### src/rtl/pipe_ctrl.sv
// Pipeline hazard/redirect/halt controller: register scoreboard, stall and flush
// generation, halt drain sequencing and a saturating stall counter.
module pipe_ctrl #(
    parameter int REG_ADDR_LEN = 5,
    parameter int PC_W         = 30,
    parameter int FLUSH_CYC    = 1
) (
    input  logic                    clk,
    input  logic                    rst_n,
    input  logic                    id_valid,
    input  logic                    id_rs1_en,
    input  logic                    id_rs2_en,
    input  logic                    id_rd_en,
    input  logic [REG_ADDR_LEN-1:0] id_rs1,
    input  logic [REG_ADDR_LEN-1:0] id_rs2,
    input  logic [REG_ADDR_LEN-1:0] id_rd,
    input  logic                    id_is_halt,
    input  logic                    wb_en,
    input  logic [REG_ADDR_LEN-1:0] wb_rd,
    input  logic                    br_taken,
    input  logic [PC_W-1:0]         br_target,
    output logic                    stall_if,
    output logic                    stall_id,
    output logic                    bubble_ex,
    output logic                    flush_ifid,
    output logic                    pc_load,
    output logic [PC_W-1:0]         pc_load_val,
    output logic                    halt,
    output logic [15:0]             perf_stall_cnt
);

    localparam int NREG = 1 << REG_ADDR_LEN;
    localparam logic [2:0] FLUSH_INIT = 3'(FLUSH_CYC - 1);

    typedef enum logic [1:0] {S_RUN, S_FLUSH, S_DRAIN, S_HALTED} state_t;

    state_t          state;
    logic [NREG-1:0] busy;
    logic [NREG-1:0] busy_nxt;
    logic [2:0]      flush_cnt;
    logic            rs1_pend;
    logic            rs2_pend;
    logic            hazard;
    logic            issue;

    // A write retiring this cycle satisfies the read, so it never stalls.
    assign rs1_pend = id_rs1_en && (id_rs1 != '0) && busy[id_rs1] &&
                      !(wb_en && (wb_rd == id_rs1));
    assign rs2_pend = id_rs2_en && (id_rs2 != '0) && busy[id_rs2] &&
                      !(wb_en && (wb_rd == id_rs2));
    assign hazard   = id_valid && (rs1_pend || rs2_pend);
    assign issue    = (state == S_RUN) && id_valid && !br_taken && !hazard;

    always_comb begin
        busy_nxt = busy;
        if (wb_en)
            busy_nxt[wb_rd] = 1'b0;
        if (issue && id_rd_en && (id_rd != '0))
            busy_nxt[id_rd] = 1'b1;
        busy_nxt[0] = 1'b0;
    end

    always_comb begin
        stall_if    = 1'b0;
        stall_id    = 1'b0;
        bubble_ex   = 1'b0;
        flush_ifid  = 1'b0;
        pc_load     = 1'b0;
        pc_load_val = '0;
        halt        = 1'b0;
        case (state)
            S_RUN: begin
                if (br_taken) begin
                    pc_load     = 1'b1;
                    pc_load_val = br_target;
                    flush_ifid  = 1'b1;
                    bubble_ex   = 1'b1;
                end else if (hazard) begin
                    stall_if  = 1'b1;
                    stall_id  = 1'b1;
                    bubble_ex = 1'b1;
                end
            end
            S_FLUSH: bubble_ex = 1'b1;
            S_DRAIN: begin
                stall_if  = 1'b1;
                stall_id  = 1'b1;
                bubble_ex = 1'b1;
            end
            default: begin
                halt      = 1'b1;
                stall_if  = 1'b1;
                stall_id  = 1'b1;
                bubble_ex = 1'b1;
            end
        endcase
    end

    always_ff @(posedge clk or negedge rst_n) begin
        if (!rst_n) begin
            state          <= S_RUN;
            busy           <= '0;
            flush_cnt      <= '0;
            perf_stall_cnt <= '0;
        end else begin
            busy <= busy_nxt;
            case (state)
                S_RUN: begin
                    if (br_taken) begin
                        flush_cnt <= FLUSH_INIT;
                        if (FLUSH_CYC > 1)
                            state <= S_FLUSH;
                    end else if (hazard) begin
                        if (perf_stall_cnt != 16'hFFFF)
                            perf_stall_cnt <= perf_stall_cnt + 16'd1;
                    end else if (issue && id_is_halt) begin
                        state <= S_DRAIN;
                    end
                end
                S_FLUSH: begin
                    // Leave once the count reaches zero; the redirect cycle was the first bubble.
                    flush_cnt <= flush_cnt - 3'd1;
                    if (flush_cnt <= 3'd1)
                        state <= S_RUN;
                end
                S_DRAIN: begin
                    if (busy_nxt == '0)
                        state <= S_HALTED;
                end
                default: state <= S_HALTED;
            endcase
        end
    end

endmodule

### config.mk
export PLATFORM = sky130hd
export DESIGN_NAME = pipe_ctrl
export DESIGN_NICKNAME = d
export VERILOG_FILES = /design/src/rtl/pipe_ctrl.sv
export SDC_FILE = /design/constraint.sdc
export NUM_CORES = 1
export LEC_CHECK = 0
export ABC_AREA = 1
export CORE_MARGIN = 5
export CORE_UTILIZATION = 53
export CTS_CLUSTER_SIZE = 12
export DETAILED_ROUTE_END_ITERATION = 6
export GPL_ROUTABILITY_DRIVEN = 1
export HOLD_SLACK_MARGIN = 0.12
export PLACE_DENSITY_LB_ADDON = 0.08
export SLEW_MARGIN = 25
export SYNTH_ARGS = -nofsm -noshare
export SYNTH_HDL_FRONTEND = slang
export SYNTH_SLANG_ARGS = --single-unit
### constraint.sdc
create_clock -name clk -period 5.8 [get_ports clk]
set_input_delay 0.87 -clock clk [delete_from_list [all_inputs] [get_ports clk]]
set_output_delay 0.87 -clock clk [all_outputs]
set_load 0.05 [all_outputs]
==> metrics.md <==
| Metric | Value |
|---|---|
| Status | `finished clean` |
| Yosys top cell area share | `31.94%` |
| Sequential area share after synthesis | `31.94%` |
| Largest cells by area after synthesis | `dfrtp_1, nand2_1, nand3_1, nor2_1, inv_1` |
| Max-cap violations | `0` |
| First DRT Iteration DRCs | `334` |
| CP Class | `in -> out` |
| Class of the worst hold path | `reg -> reg` |
| Starting density of the core | `53.55%` |
| Fmax | `217.8 MHz` |
| Final setup vio count | `0` |
| Hpwl dp | `10.29 mm` |
| Internal | `0.5535 mW` |
| Longest Clk Path Bufs | `2` |
| Final hold violation count | `0` |
| Worst slew margin | `36.57%` |
| Routed vias | `4502` |
| Leak | `2.522 nW` |
| Top cells by count, synth | `nand2_1, nor2_1, nand3_1` |
| Cell count after placement | `825` |
| Layout Cell Area excl Fill | `0.005225 mm2` |
| Final setup skew | `0.007701 ns` |
| Fin Setup TNS | `0 ns` |
| Post-CTS sizing | `0` |
| Pre-CTS worst setup slack | `approximately 1.2 ns` |
| WHS Path Cells | `1` |
| Syn Inst Count | `639` |
| Placed cell area | `0.005119 mm2` |
| Number of synthesized flops with an enable pin | `0` |
| Worst Setup Start Kind | `input port` |
| Global-route usage over all layers | `27.89%` |
| Syn. warnings | `0` |
| Share of cells above drive strength 1 | `6.293%` |
| I/O pin total | `about 110` |
| Vias in the first global route | `4454` |
| Slowest stage delay, CP | `between 0.8 and 0.9 ns` |
| Instance count on the critical path | `13` |
| Die area | `~0.0095 mm2` |
| CTS clock-pin slew for the worst setup and hold paths | `0.10 ns` |
| Buf/Inv on CP | `3` |
| Via/cell ratio | `5.405` |
| ANT nets after route | `0` |
| Worst IR Drop VDD | `108.3 uV` |
| Asr flop ratio synth | `100.0%` |
| Critical-path cell list | `clkdlybuf4s50_1, inv_4, nand2_1, nand3_1, nand3_1, nand2_1, nor2_1, nand2_1, nand3_2, nand2_1, nand2_2, nand2_1, clkdlybuf4s50_1` |
| Top_reg_cell synth | `dfrtp_1` |
| Sw Pwr | `0.2088 mW` |
| Routed len/inst | `about 16 um` |
| Req. time, crit path | `4.93 ns` |
| Syn-to-layout area delta | `28.26%` |
| Finished Layout Cells | `833` |
| Worst Setup Slack, final | `1.209 ns` |
| Global-route wire length before repair | `21.72 mm` |
| Largest area contributor in the netlist | `dfrtp_1` |
| FP Rows | `32` |
| TritonCTS clock tree | `yes` |
| Root Buffer Master | `clkbuf_8` |
| Clk sinks | `52` |
| PwrDens | `145.9 mW/mm2` |
| TritonCTS Buffers | `5` |
| Routed WL | `between 10 and 15 mm` |
| Port Buffers | `110` |
| Initial antenna violation count | `0` |
| Die Width | `97.68 um` |
| Syn Area/Cell | `6.375 um2` |
| Crit-path max FO | `19` |
| DR pass1 iterations | `6` |
| Top-count cell post-synth | `nand2_1` |
| Maximum number of pins on one net before global-route repair | `53` |
| Critical path's top delay family | `buffers and inverters` |
| Hold-fix buffers at CTS | `0` |
| Arr. time, crit path | `around 3.7 ns` |
| RSZ-0062 raised after global routing | `no` |
| # diodes | `0` |
| Yosys cell types | `31` |
| Critical path's slowest cell | `clkdlybuf4s50_1` |
| Grt ovf | `0` |
| Combinational Power Share | `18.9%` |
| Post-CTS Setup Bufs | `0` |
| Yosys reg bits | `52` |
| Total power | `0.7622 mW` |
| # DRC | `0` |
| Switching Fraction | `27.39%` |
| Post-Syn Nets | `701` |
| Worst-skew pair later-pin latency | `0.30 ns` |
| Sequential share of power | `47.8%` |
| Final Cycle Share | `79.15%` |
| Crit path top cell by count | `nand2_1` |
| Critical path capture point type | `primary output` |
| R2R cell count | `18` |
| Max-slew violation count | `0` |
| CTS H-tree depth | `2` |
| Die height | `97.68 um` |
| Clock power frac | `about a third` |
| Post-Syn Area | `0.004074 mm2` |
| Nets@finish | `slightly below 800` |
| Final Critical Period | `about 4.6 ns` |
| Core area | `0.007607 mm2` |
| Placer Congestion | `about 0.89` |
| Worst-margin pin slew | `~0.95 ns` |
cell families after synthesis:
kind of cell	synth area share [%]
AO/OA/AOI/OAI	7.034
AND/OR/NAND/NOR	45.52
adder cells (fa/ha/maj)	0.9215
buffers and inverters	11.58
flip-flops	31.94
XOR/XNOR	3.010
power by group through the flow:
stage	sequential, mW	clock, mW	combinational, mW
floorplan	0.371	0	0.0763
global placement	0.371	0	0.141
detailed placement	0.372	0	0.143
CTS	0.365	0.254	0.144
global route	0.365	0.272	0.159
finish	0.364	0.254	0.144
state kept, by name (all words and copies together) (netlist names):
register        flops
perf_stall_cnt     16
busy               31
state               2
flush_cnt           3
routing by layer:
metal / vias to the layer above / track usage [%] / wire length [um]
met2: 177 / 48.87 / 6611
met1: 2084 / 32.58 / 5041
met5: - / 0 / 0
met3: 41 / 5.671 / 855
met4: 0 / 12.78 / 640
li1: 2200 / - / -
through the flow:
step	hold slack (ns)	utilization [%]
after floorplan	0.4530	-
after global placement	0.4717	67.25
after detailed placement	0.4846	67.29
after CTS	0.5011	68.75
after global routing	0.5450	68.68
final	0.5017	68.68
cell usage in the layout (no fill, tap or decap), drive strengths merged:
| cell type | netlist | routed |
|---|---|---|
| a21boi | 1 | 1 |
| a21oi | 8 | 8 |
| buf | 17 | 2 |
| bufinv | 0 | 1 |
| clkbuf | 9 | 6 |
| clkdlybuf4s50 | 0 | 108 |
| dfrtp | 52 | 52 |
| ha | 3 | 3 |
| inv | 76 | 77 |
| nand2 | 177 | 177 |
| nand3 | 101 | 101 |
| nand4 | 7 | 7 |
| nor2 | 115 | 115 |
| nor3 | 14 | 14 |
| o211ai | 1 | 1 |
| o21ai | 42 | 42 |
| o21bai | 1 | 1 |
| o22ai | 1 | 1 |
| xnor2 | 8 | 8 |
| xor2 | 6 | 6 |
layout make-up:
class / instances / area [um2]
tap: 102 / 127.6
sequential: 52 / 1301
timing repair buffer: 110 / 1094
clock buffer: 6 / 72.57
clock inverter: 2 / 38.79
inverter: 76 / 290.3
multi-input combinational: 485 / 2301
fill: 715 / 2382
worst paths after layout:
path / start / to / slack, ns
worst max register to register: busy[15] / state[0] / 3.14
max in group asynchronous: rst_n / busy[3] / 4.78
worst max-delay path: id_rs2[0] / stall_id / 1.21
min in group asynchronous: rst_n / perf_stall_cnt[14] / 0.58
worst min-delay path: perf_stall_cnt[14] / perf_stall_cnt[14] / 0.50
worst min register to register: perf_stall_cnt[14] / perf_stall_cnt[14] / 0.50
Power figures use the tool's default switching activity.
